## src/rtl/rca_share_ctrl.sv

```systemverilog
// Two-requester controller that time-shares one external 4-bit ripple adder,
// producing a W-bit add one nibble per cycle with a round-robin grant.
module rca_share_ctrl #(
  parameter int unsigned NIB = 4
) (
  input  logic               CLK,
  input  logic               RST_N,
  input  logic               REQ0_VALID,
  input  logic               REQ1_VALID,
  output logic               REQ0_READY,
  output logic               REQ1_READY,
  input  logic [4*NIB-1:0]   REQ0_A,
  input  logic [4*NIB-1:0]   REQ0_B,
  input  logic [4*NIB-1:0]   REQ1_A,
  input  logic [4*NIB-1:0]   REQ1_B,
  input  logic               REQ0_CIN,
  input  logic               REQ1_CIN,
  output logic               RSP_VALID,
  input  logic               RSP_READY,
  output logic               RSP_ID,
  output logic [4*NIB-1:0]   RSP_SUM,
  output logic               RSP_COUT,
  output logic [3:0]         ADD_A,
  output logic [3:0]         ADD_B,
  output logic               ADD_CIN,
  input  logic [3:0]         ADD_SUM,
  input  logic               ADD_CARRY
);

  localparam int unsigned W  = 4 * NIB;
  localparam int unsigned KW = (NIB > 1) ? $clog2(NIB) : 1;

  typedef enum logic [1:0] {StIdle, StRun, StDone} state_e;

  state_e          r_state;
  logic [KW-1:0]   r_k;
  logic            r_last_gnt;
  logic [W-1:0]    r_a;
  logic [W-1:0]    r_b;
  logic            r_cin;
  logic            r_carry;
  logic [W-1:0]    r_sum;
  logic            r_cout;
  logic            r_rsp_id;

  logic            w_gnt0;
  logic            w_gnt1;
  logic            w_idle;
  logic            w_run;
  logic [3:0]      w_nib_a;
  logic [3:0]      w_nib_b;

  // Round-robin: on contention the requester that did not win last time goes first.
  always_comb begin
    w_gnt0 = REQ0_VALID && (!REQ1_VALID || r_last_gnt);
    w_gnt1 = REQ1_VALID && (!REQ0_VALID || !r_last_gnt);
  end

  // RST_N gates READY so nothing is offered while reset is held, regardless of inputs.
  assign w_idle     = RST_N && (r_state == StIdle);
  assign w_run      = (r_state == StRun);
  assign REQ0_READY = w_idle && w_gnt0;
  assign REQ1_READY = w_idle && w_gnt1;

  always_comb begin
    w_nib_a = 4'h0;
    w_nib_b = 4'h0;
    for (int i = 0; i < NIB; i++) begin
      if (r_k == KW'(i)) begin
        w_nib_a = r_a[4*i +: 4];
        w_nib_b = r_b[4*i +: 4];
      end
    end
  end

  assign ADD_A   = w_run ? w_nib_a : 4'h0;
  assign ADD_B   = w_run ? w_nib_b : 4'h0;
  assign ADD_CIN = w_run && ((r_k == '0) ? r_cin : r_carry);

  assign RSP_VALID = (r_state == StDone);
  assign RSP_ID    = r_rsp_id;
  assign RSP_SUM   = r_sum;
  assign RSP_COUT  = r_cout;

  always_ff @(posedge CLK or negedge RST_N) begin
    if (!RST_N) begin
      r_state    <= StIdle;
      r_k        <= '0;
      r_last_gnt <= 1'b1;
      r_a        <= '0;
      r_b        <= '0;
      r_cin      <= 1'b0;
      r_carry    <= 1'b0;
      r_sum      <= '0;
      r_cout     <= 1'b0;
      r_rsp_id   <= 1'b0;
    end else begin
      unique case (r_state)
        StIdle: begin
          if (w_gnt0 || w_gnt1) begin
            r_a        <= w_gnt1 ? REQ1_A : REQ0_A;
            r_b        <= w_gnt1 ? REQ1_B : REQ0_B;
            r_cin      <= w_gnt1 ? REQ1_CIN : REQ0_CIN;
            r_rsp_id   <= w_gnt1;
            r_last_gnt <= w_gnt1;
            r_k        <= '0;
            r_state    <= StRun;
          end
        end
        StRun: begin
          for (int i = 0; i < NIB; i++) begin
            if (r_k == KW'(i)) r_sum[4*i +: 4] <= ADD_SUM;
          end
          r_carry <= ADD_CARRY;
          if (r_k == KW'(NIB - 1)) begin
            r_cout  <= ADD_CARRY;
            r_state <= StDone;
          end else begin
            r_k <= r_k + KW'(1);
          end
        end
        StDone: begin
          if (RSP_READY) r_state <= StIdle;
        end
        default: r_state <= StIdle;
      endcase
    end
  end

endmodule
```

## config.mk

```make
export PLATFORM = sky130hd
export DESIGN_NAME = rca_share_ctrl
export DESIGN_NICKNAME = d
export VERILOG_FILES = /design/src/rtl/rca_share_ctrl.sv
export SDC_FILE = /design/constraint.sdc
export NUM_CORES = 1
export LEC_CHECK = 0
export CORE_ASPECT_RATIO = 1.5
export CORE_MARGIN = 8
export CORE_UTILIZATION = 45
export DETAILED_ROUTE_END_ITERATION = 10
export GPL_ROUTABILITY_DRIVEN = 0
export GPL_TIMING_DRIVEN = 0
export PLACE_DENSITY = 0.92
export SETUP_SLACK_MARGIN = 0.4
export SLEW_MARGIN = 15
export SYNTH_ARGS = -nofsm -noshare
export SYNTH_HDL_FRONTEND = slang
export SYNTH_SLANG_ARGS = --single-unit
export TNS_END_PERCENT = 10
```

## constraint.sdc

```tcl
create_clock -name CLK -period 2.04 [get_ports CLK]
set_input_delay 0.408 -clock CLK [delete_from_list [all_inputs] [get_ports CLK]]
set_output_delay 0.408 -clock CLK [all_outputs]
set_load 0.01 [all_outputs]
```

; ---- After elaboration in Yosys (flattened, before gate mapping)
; Index checks and enable logic that the tools add are counted.
[word_totals]
register_bits = 57
in_bits = 76
out_inout_bits = 30
word_cells = 66
[classes]
addsub = 1
n_eq_ne = 9
mux = 21
n_reduce_logical = 22
[op_table]
columns = operator, count
row1 = $mux W4, 10
row2 = $mux W16, 2
row3 = $mux W2, 5
row4 = $reduce_and A2 Y1, 5
row5 = $eq A2 B2 Y1 const B, 3
row6 = $logic_and A1 B1 Y1, 6
row7 = $ne A2 B1 Y1 const B, 3
row8 = $pmux W2 S3, 1
row9 = $reduce_and A3 Y1, 2
row10 = $eq A2 B1 Y1 const B, 2
row11 = $logic_not A2 Y1, 2
row12 = $pmux W2 S2, 1
row13 = $logic_not A1 Y1, 3
row14 = $logic_or A1 B1 Y1, 3
row15 = $add A2 B1 Y2 const B, 1
row16 = $mux W1, 2
row17 = $ne A2 B2 Y1 const B, 1
row18 = $reduce_bool A2 Y1, 1

; ---- Longest topological paths before layout
; Gate-level depths: netlist of run 1.
[depth]
depth_word = 6
mapped_depth = 6
mapped_depth_nobuf = 5

; ---- Worst setup path after synthesis of run 1
; OpenSTA, ideal clock, no wires.
[synth_timing]
path_type = register to output
from = register r_k[0]
to = output ADD_A[0]
arrival_ns = 1.575
setup_slack_ns = 0.057
path_stages_with_launch = 7
cell_sequence = dfrtp_1 > inv_1 > ha_1 > and2b_1 > buf_4 > a221oi_1 > o41ai_1
[synth_via]
elab_chain_len = 6
elab_cells_between_ends = 9
[synth_lines]
columns = item, line_no
row1 = start: declaration, 36  ; logic [KW-1:0] r_k;
row2 = start signal: assignment, 119  ; r_k <= r_k + KW'(1);
row3 = $logic_not A2 Y1, 69  ; if (r_k == KW'(i)) begin
row4 = $mux W4 (3 in series), 69
row5 = $mux W4 (*), 69
row6 = $mux W4 (*), 76  ; assign ADD_A = w_run ? w_nib_a : 4'h0;
row7 = end: declaration, 23  ; output logic [3:0] ADD_A,
; Mark *: on every way between the ends. The rest lies on a longest branch, timed or not.

; ---- Worst setup path after layout of run 1
[layout_timing]
from = register r_k[1]
to = output ADD_B[2]
[layout_via]
elab_chain_len = 6
elab_cells_between_ends = 9
[layout_lines]
columns = item, line_no
row1 = $logic_not A2 Y1, 69
row2 = $mux W4 (3 in series), 69
row3 = $mux W4 (*), 69
row4 = $mux W4 (*), 77  ; assign ADD_B = w_run ? w_nib_b : 4'h0;
row5 = end: declaration, 24  ; output logic [3:0] ADD_B,
; Marks and branches as above.

==> impl_metrics.csv, run 1 <==
group,metric,value,unit
status,outcome,"finished with violations",
status,violations,"setup timing",
critical_path,critPathKind,"flop to output port",
finish,multi_input_area,1590,um^2
power_and_ir_drop,power.density,1520,nW/um^2
timing,tightest_slew,0.521,ns
timing,setup_violations,8,
finish,layoutNonFillerInstCount,476,
yosys,yosysSeqAreaShare,48.8,%
placed_design,dp_hpwl,6650,um
grt,globalRouteTotalUtil,20.9,%
yosys,synth_cells,268,
timing,slew_headroom,65.3,%
clock_tree,holdBufCountCts,0,
timing,hold_viol_final,0,
timing,fmax,0.422,GHz
run,drv_cap,0,
yosys,syn-num-nets,348,
yosys,ys_types,34,
critical_path,r2r_start,"r_k[0]$_DFFE_PN0P_",
finish,nNetsFinal,475,
detailed_routing,via_count,2781,
die,die_width,81.8,um
timing,min_period,2.37,ns
timing,skew,0.00600,ns
detailed_routing,first_pass_iters,4,
yosys,yosysWarnings,0,
critical_path,arrival,1.96,ns
critical_path,worstSetupStartpointType,"flop",
critical_path,startpoint,"r_k[1]$_DFFE_PN0P_",
power_and_ir_drop,total_power,7.04,mW
finish,drive_gt1_share,27.0,%
timing,slew_viol_final,0,
placed_design,port_buffers,105,
die,pin_count,106,
timing,fin_crit_sh,116,%
timing,setup_ws,-0.332,ns
detailed_routing,drc,0,
yosys,syn_avg_cell_area,10.9,um^2
grt,grt_antenna_before_repair,0,
detailed_routing,drtIter0Drc,240,
die,die_h,115,um
power_and_ir_drop,leakage,2.11,nW
critical_path,critPathMaxFanout,5,
detailed_routing,vias_per_cell,5.84,
clock_tree,cts_sinks,57,
critical_path,required,1.63,ns
finish,areaGrowthSynthToFinish,58.3,%
clock_tree,htreeDepth,3,
placed_design,pre_cts_slack,-0.532,ns
clock_tree,path_clk_slew,0.07,ns
placed_design,place_inst,449,
grt,grt_pass1_vias,3028,
finish,antenna_cells,0,
critical_path,critical-path-slowest-cell,"dfrtp_1",
finish,fillers,429,
critical_path,slowest_delay,0.43,ns
clock_tree,numCtsBuffers,9,
die,row_count,36,
finish,ff_latch_area,1430,um^2
grt,grt_pass1_wl,15000,um
clock_tree,cts_root_buf,"clkbuf_8",
hold_path,hold_class,"primary input to asynchronous set/reset pin",
critical_path,cp_cell_sequence,"buf_4 -> ha_4 -> clkbuf_8 -> a21oi_1 -> o21ai_0 -> a32o_1 -> clkdlybuf4s15_2",
yosys,synth_area,2920,um^2
critical_path,crit_buf_inv,3,
grt,grt_max_degree,59,
yosys,synth_seq_cells,57,
detailed_routing,wl,9770,um
timing,rsz0062_at_grt,"yes",
critical_path,end_kind,"output port",
power_and_ir_drop,ir_worst_vdd,716,uV
critical_path,crit_family,"buffers and inverters",
detailed_routing,final_antenna_net_count,0,
die,core,6400,um^2
die,initial_core_util,45.7,%
clock_tree,clk_path_buf_depth,2,
die,die_area,9390,um^2
clock_tree,cts_tree,"done",
grt,grt-ovfl-total,0,
clock_tree,worstSkewPairLatency,0.34,ns
detailed_routing,wire_per_inst,20.5,um
placed cells by master, fill, tap and decap left out, types with 10 or more instances in the layout:
| cell type | n |
|---|---|
| clkdlybuf4s50_1 | 72 |
| o21ai_0 | 59 |
| dfrtp_1 | 53 |
| mux2i_1 | 34 |
| dlygate4sd2_1 | 17 |
| clkbuf_8 | 14 |
| mux2_2 | 13 |
| buf_2 | 12 |
| buf_4 | 10 |
| o21ai_1 | 10 |
cell usage after synthesis:
| master | n | share of area (%) |
|---|---|---|
| mux2i_1 | 35 | 12 |
| clkbuf_1 | 9 | 1.2 |
| a21bo_2 | 1 | 0.34 |
| nand2_1 | 9 | 1.2 |
| dfstp_2 | 1 | 0.90 |
| nand2_4 | 1 | 0.39 |
| or2_1 | 1 | 0.21 |
| clkbuf_2 | 4 | 0.68 |
| or3b_1 | 1 | 0.30 |
| a221oi_1 | 7 | 2.1 |
| and2b_1 | 1 | 0.26 |
| o41ai_1 | 7 | 2.1 |
| nand3_1 | 7 | 1.2 |
| nand2b_1 | 3 | 0.64 |
| buf_4 | 1 | 0.26 |
| inv_1 | 4 | 0.51 |
| o21ai_2 | 1 | 0.30 |
| o21ai_1 | 7 | 1.2 |
| mux2_4 | 4 | 2.1 |
| mux2_2 | 13 | 5.0 |
| nor3_1 | 1 | 0.17 |
| buf_6 | 5 | 1.9 |
| nor2_1 | 4 | 0.51 |
| o21ai_0 | 62 | 11 |
| a32o_1 | 1 | 0.34 |
| nor2b_4 | 1 | 0.47 |
| nor2_4 | 1 | 0.39 |
| a21oi_1 | 3 | 0.51 |
| o22ai_1 | 1 | 0.21 |
| a31oi_1 | 2 | 0.43 |
| buf_2 | 2 | 0.34 |
| nor2b_1 | 8 | 1.7 |
| dfrtp_1 | 56 | 48 |
| ha_1 | 4 | 1.7 |
layout make-up:
| cell class | instances | area share, % |
|---|---|---|
| clock buffer | 11 | 3.27 |
| clock inverter | 5 | 1.68 |
| buffer | 21 | 3.87 |
| timing repair buffer | 116 | 23.5 |
| inverter | 4 | 0.378 |
| tap | 76 | 2.05 |
| sequential | 57 | 30.9 |
| multi-input combinational | 186 | 34.3 |
cells by family (layout without fill, tap and decap cells):
kind of cell / Yosys count / count (layout) / synth area share, %
DFF: 57 / 57 / 48.8
buffers and inverters: 25 / 157 / 4.88
AOI/OAI and AO/OA: 92 / 92 / 18.1
muxes: 52 / 52 / 19.0
adders and majority gates: 4 / 4 / 1.71
and+or+nand+nor: 38 / 38 / 7.40
stage by stage:
| stage | hold slack, ns | util (%) | TNS (ns) | area, um^2 |
|---|---|---|---|---|
| floorplan | 0.112 | - | 0 | 3030 |
| global placement | 0.460 | 65.3 | -68.34 | 4180 |
| detailed placement | 0.478 | 65.3 | -6.34 | 4180 |
| CTS | 0.0347 | 70.8 | -2.41 | 4530 |
| global route | 0.0600 | 72.4 | -2.60 | 4630 |
| finish | 0.0278 | 72.4 | -2.32 | 4630 |
per-layer routing:
metal,global-route usage (%),wire length [um]
met5,0,0
met4,10.9,360
met3,5.97,699
met2,36.9,5310
met1,21.3,3400
what timing repair did:
action,4_1_cts,5_1_grt
gates cloned,1,0
setup buffers,8,2
endpoints found under the setup margin,65,33
gates resized for setup,81,30
pin swaps,9,9
state kept, by name (all words and copies together), names as in the netlist:
signal,cells
r_k,2
RSP_SUM,16
r_a,16
RSP_COUT,1
r_b,16
RSP_ID,1
r_state,2
r_carry,1
r_cin,1
r_last_gnt,1
worst paths after layout:
check | to | slack [ns] | cells past startpoint
worst min register to register | RSP_SUM[11]$_DFFE_PN0P_ | 0.50 | 1
worst min-delay path | RSP_SUM[14]$_DFFE_PN0P_ | 0.03 | 1
worst max register to register | r_k[1]$_DFFE_PN0P_ | 0.37 | 5
min in group CLK | RSP_SUM[11]$_DFFE_PN0P_ | 0.50 | 1
max in group asynchronous | r_k[0]$_DFFE_PN0P_ | 1.63 | 1
worst max-delay path | ADD_B[2] | -0.33 | 7
worst reg2reg max path: cells and delay by family, from the launching register on:
kind,cells,cell delay [ns]
flip-flops,1,0.46
adder cells (fa/ha/maj),1,0.22
AO/OA/AOI/OAI,2,0.23
buffers and inverters,1,0.19
AND/OR/NAND/NOR,1,0.45
where the power goes:
| part | internal, mW | total [mW] | switching (mW) |
|---|---|---|---|
| Combinational | 1.79 | 3.64 | 1.85 |
| Clock | 0.750 | 1.22 | 0.475 |
| Sequential | 1.72 | 2.17 | 0.454 |
| Total | 4.25 | 7.04 | 2.78 |
Power figures use the tool's default switching activity.
==> run 2, diff against run 1 <==
--- a/config.mk
+++ b/config.mk
@@ -5,6 +5,7 @@
 export SDC_FILE = /design/constraint.sdc
 export NUM_CORES = 1
 export LEC_CHECK = 0
+export ABC_AREA = 0
 export CORE_ASPECT_RATIO = 1.5
 export CORE_MARGIN = 8
 export CORE_UTILIZATION = 45
==> results of run 2 <==
Same layout as run 1: the final DEF is identical, and so are final timing and power.
==> edit 1, RTL diff (config.mk and constraints of run 1) <==
Reset style: synchronous (`RST_N`), changed in one clocked block.
--- a/src/rtl/rca_share_ctrl.sv
+++ b/src/rtl/rca_share_ctrl.sv
@@ -82,7 +82,7 @@
   assign RSP_SUM   = r_sum;
   assign RSP_COUT  = r_cout;
 
-  always_ff @(posedge CLK or negedge RST_N) begin
+  always_ff @(posedge CLK) begin
     if (!RST_N) begin
       r_state    <= StIdle;
       r_k        <= '0;
Behaviour: differs if RST_N is asserted again (counterexample within 4 cycles, from zero or initial values and one cycle with RST_N low); with RST_N held inactive, the same outputs for 10 cycles.
==> edit 1 against run 1 <==
- the run still ends with setup timing left
- sequential cell count stayed put
- setup slack better by 0.066 ns
- synthesized area is 2.3% higher
- critical path depth is 2 higher
- final area is 1.5% higher
- wire length is 12% higher
- non-clock buffer count is 13 higher
- critical path type unchanged
- critical endpoint is now ADD_A[1]
- largest cell class unchanged
- highest routed layer unchanged
Power is not compared: it rests on default switching activity, and its combinational part moved more than twofold at a synthesized area within 25%.
==> edit 1: results (changes against run 1) <==
- Final setup viols: 9 (+1)
- Initial antenna violation count: 0 (unchanged)
- Most common flop cell mapped by yosys: dfxtp_1
- Area after DPL: 0.00428 mm2 (+2.5%)
- Post-synth top cells: nand2_1, dfxtp_1, a21oi_1
- Input/output buffers: 104 (-0.95%)
- Fin nets: 556 (+17%)
- Final worst slack: -0.265 ns (+0.0664 ns)
- Post-synthesis sequential area ratio: 0.381 (-0.107)
- Netlist cell types: 33 (-2.9%)
- Fillers: 443 (+3.3%)
- Total GRT Usage: 0.229 (+0.0202)
- Setup TNS Final: -1.74 ns (+0.583 ns)
- Clk slew on worst S/H paths: 0.06 ns
- First-pass GRT wire length: 16.9 mm (+13%)
- Fraction of registers with async set or reset after synthesis: 0 (-1.00)
- Drt total wl: 10.9 mm (+12%)
- Routed Antenna Nets: 0 (unchanged)
- Sequential Area: 0.00115 mm2 (-20%)
- Vias in the first global route: 3,586 (+18%)
- Hpwl dp: 7.69 mm (+16%)
- Ant. Diodes: 0 (unchanged)
- Layout Skew: 0.00461 ns (-0.00139 ns)
- Synth top area cells: dfxtp_1, a311oi_2, nand2_1, a21oi_1, nand3_1
- Status: finished, violations left
- Crit-path max FO: 8 (+3)
- First-pass iteration count of the detailed router: 4 (unchanged)
- Largest net degree at the start of global routing: 11 (-81%)
- Placed cell count: 533 (+19%)
- H-tree Lvls: 3 (unchanged)
- CP max stage cell: dfxtp_4
- Failing checks: setup timing
- Synthesized Nets: 433 (+24%)
- Layout cell share with drive strength beyond 1: 0.267 (-0.00278)
- CP arrival: 1.90 ns (-0.06 ns)
- Max-slew headroom: 0.498 (-0.154)
- Clk root buf: clkbuf_8
- DR vias/cell: 5.89 (+0.85%)
- VDD IR max: 0.435 mV
- Slowest stage delay, CP: 0.39 ns (-0.04 ns)
- Place WS: -0.682 ns (-0.150 ns)
- Hold Path Class: input pin to flip-flop
- DR vias: 3,270 (+18%)
- Number of DRC violations after detailed-routing iteration 0: 167 (-30%)
- Cells after synthesis: 353 (+32%)
-- edit 1: cell type report --
class / count / area share
Tap cell: 76 / 0.0202
Inverter: 4 / 0.00479
Sequential cell: 57 / 0.245
Timing Repair Buffer: 112 / 0.232
Clock buffer: 10 / 0.0293
Buffer: 38 / 0.0644
Clock inverter: 4 / 0.00959
Multi-Input combinational cell: 254 / 0.395
-- edit 1: timing repair --
item | CTS | global route
pin swaps | 6 | 5
gates resized for setup | 88 | 39
setup endpoints to repair | 46 | 58
buffers inserted | 4 | 4
cloned | 0 | 0
-- edit 1: layer usage --
layer	track usage	part of all wire
met1	0.225	0.34
met2	0.396	0.53
met3	0.0606	0.068
met4	0.169	0.061
met5	0	0
-- edit 1: worst paths after layout --
path         cells after the start                        to  slack [ns]                      from
max                              9                  ADD_A[1]       -0.27       r_k[0]$_SDFFE_PN0P_
min                              2   r_last_gnt$_SDFFE_PN1P_        0.38                     RST_N
max reg2reg                      4       r_k[1]$_SDFFE_PN0P_        0.40       r_k[0]$_SDFFE_PN0P_
min reg2reg                      2  RSP_SUM[10]$_SDFFE_PN0P_        0.45  RSP_SUM[10]$_SDFFE_PN0P_
-- edit 1: cells by family (layout without fill, tap and decap cells) --
| kind of cell | Yosys count | count (layout) | synth area share |
|---|---|---|---|
| simple gates | 138 | 138 | 0.207 |
| compound gates | 111 | 111 | 0.321 |
| flops | 57 | 57 | 0.381 |
| fa+ha+maj | 4 | 4 | 0.0167 |
| buf+inv | 42 | 168 | 0.0707 |
| mux | 1 | 1 | 0.00335 |
-- edit 1: power by group --
part	internal [mW]	switching, mW	leakage [nW]
Combinational	0.442	0.427	1.50
Sequential	1.20	0.0757	0.471
Clock	0.577	0.458	0.0978
Total	2.22	0.960	2.06
==> edit 2, RTL diff (settings of run 1) <==
Without the edit above. The parameter `NIB` goes from 4 to 2.
--- a/src/rtl/rca_share_ctrl.sv
+++ b/src/rtl/rca_share_ctrl.sv
@@ -1,7 +1,7 @@
 // Two-requester controller that time-shares one external 4-bit ripple adder,
 // producing a W-bit add one nibble per cycle with a round-robin grant.
 module rca_share_ctrl #(
-  parameter int unsigned NIB = 4
+  parameter int unsigned NIB = 2
 ) (
   input  logic               CLK,
   input  logic               RST_N,
Interface: changed (5 resized); port bits go from 106 to 66. The function was not compared with the original's and may differ.
==> edit 2 against run 1 <==
- sequential cell count shrank 25
- final area shrank 46%
- largest power group unchanged
- highest routed layer unchanged
- total power shrank 50%
- core utilization grew 1.1 points
- setup slack gained 0.38 ns
- wire length shrank 55%
- critical path depth shrank 1
- synthesized area shrank 46%
==> edit 2: results (changes against run 1) <==
- Clk slew on worst S/H paths: 0.07 ns (about the same)
- Total GRT Usage: 0.151 (-0.0581)
- R2r endpoint: r_b[4]$_DFFE_PN0P_
- Synth warnings: 0 (unchanged)
- Slowest stage delay, CP: 0.39 ns (-0.04 ns)
- Post-synth top cells: mux2_2, dfrtp_1, a22o_1
- Clk root buf: clkbuf_8
- Drt total wl: 4.35 mm (-55%)
- Layout cell share with drive strength beyond 1: 0.420 (+0.150)
- Total CTS buffers: 5 (-4)
- CP arrival: 1.58 ns (-0.38 ns)
- Ant. Diodes: 0 (unchanged)
- Largest net degree at the start of global routing: 34 (-42%)
- Post-Layout Cell Count: 235 (-51%)
- Post-route DRC: 0 (unchanged)
- Input/output buffers: 65 (-38%)
- CP max stage cell: dfrtp_1
- Max-slew headroom: 0.647 (-0.00627)
- Leak: 1.12 nW (-47%)
- Post-synthesis sequential area ratio: 0.509 (+0.0205)
- Sw frac: 0.314 (-0.0816)
- Area after DPL: 0.00228 mm2 (-45%)
- Placed cell count: 220 (-51%)
- Area leader, netlist: dfrtp_1
- Netlist cell types: 21 (-38%)
- Status: completed
- CTS Buffer Depth: 2 (unchanged)
- Syn avg cell area: 14.0 um2 (+28%)
- Reg2Reg Launch Point: r_last_gnt$_DFFE_PN1P_
- Hold Worst Slack: 0.0584 ns (+0.0306 ns)
- Clk_lat worst skew: 0.28 ns (-0.06 ns)
- Min Tclk post-route: 1.99 ns (-0.381 ns)
- Fraction of registers with async set or reset after synthesis: 1.00 (unchanged)
- Synthesized Nets: 157 (-55%)
- Hpwl dp: 3.11 mm (-53%)
- H-tree Lvls: 2 (-1)
- Hold Path Class: input pin to async pin
- Number of DRC violations after detailed-routing iteration 0: 14 (-94%)
- Place WS: -0.450 ns (+0.0816 ns)
- Layout Skew: 0.00478 ns (-0.00122 ns)
- Crit-path max FO: 5 (unchanged)
- First-pass iteration count of the detailed router: 4 (unchanged)
- Crit path max-delay family: buffers and inverters
- Synth top area cells: dfrtp_1, mux2_2, mux2_4, a22o_1, dfstp_2
- Vias in the first global route: 1,416 (-53%)
- DR vias/cell: 5.14 (-12%)
- VDD IR max: 0.909 mV (+27%)
- Reg2reg setup slack: 0.29 ns (-0.08 ns)
- Initial antenna violation count: 0 (unchanged)
- Reg2reg path depth: 5 (unchanged)
- First-pass GRT wire length: 6.68 mm (-56%)
## edit 2: cell families after synthesis
family | after synthesis | synth area share
mux | 44 | 0.333
flops | 32 | 0.509
compound gates | 17 | 0.0841
simple gates | 10 | 0.0325
buf+inv | 10 | 0.0413
## edit 2: worst reg2reg max path: cells and delay by family (launching register included)
| family | cells | cell delay [ns] |
|---|---|---|
| buffers and inverters | 2 | 0.30 |
| AOI/OAI and AO/OA | 1 | 0.15 |
| muxes | 2 | 0.62 |
| DFF | 1 | 0.56 |
## edit 2: metal layers
layer | vias to the layer above | GRT usage | part of all wire
met5 | - | 0 | 0
met4 | 0 | 0.0637 | 0.013
met3 | 7 | 0.0532 | 0.061
met2 | 47 | 0.289 | 0.58
met1 | 588 | 0.139 | 0.35
li1 | 566 | - | -
## edit 2: worst max-delay path by stage
stage | start | endpoint | cells past startpoint
after floorplan | r_state[0]$_DFFE_PN0P_ | ADD_A[0] | 5
after global placement | RST_N | REQ0_READY | 4
after detailed placement | REQ1_VALID | REQ1_READY | 6
after CTS | r_state[0]$_DFFE_PN0P_ | ADD_A[3] | 6
after global routing | r_state[0]$_DFFE_PN0P_ | ADD_A[2] | 6
final | r_state[0]$_DFFE_PN0P_ | ADD_A[2] | 6
## edit 2: power by group through the flow
stage	Combinational [mW]	Sequential [mW]	Clock, mW
3_5_place_dp	1.61	1.17	0
2_1_floorplan	0.888	1.16	0
3_3_place_gp	1.57	1.13	0
5_1_grt	1.89	1.21	0.629
6_report	1.77	1.17	0.586
4_1_cts	1.64	1.15	0.602
## edit 2: cell type report
class                   instances  area, um2
clock inverters                 2       35.0
clock buffers                   6       72.6
multi-input cells              71        729
fillers                       223        900
repair buffers                 72        688
inverters                       2       7.51
plain buffers                   8       96.3
well taps                      42       52.6
flip-flops and latches         32        802
## edit 2: what timing repair did
action | in CTS | in global routing
pin swaps | 2 | 5
buffers inserted | 5 | 0
resized for setup | 54 | 7
cloned | 0 | 2
setup endpoints to repair | 29 | 29
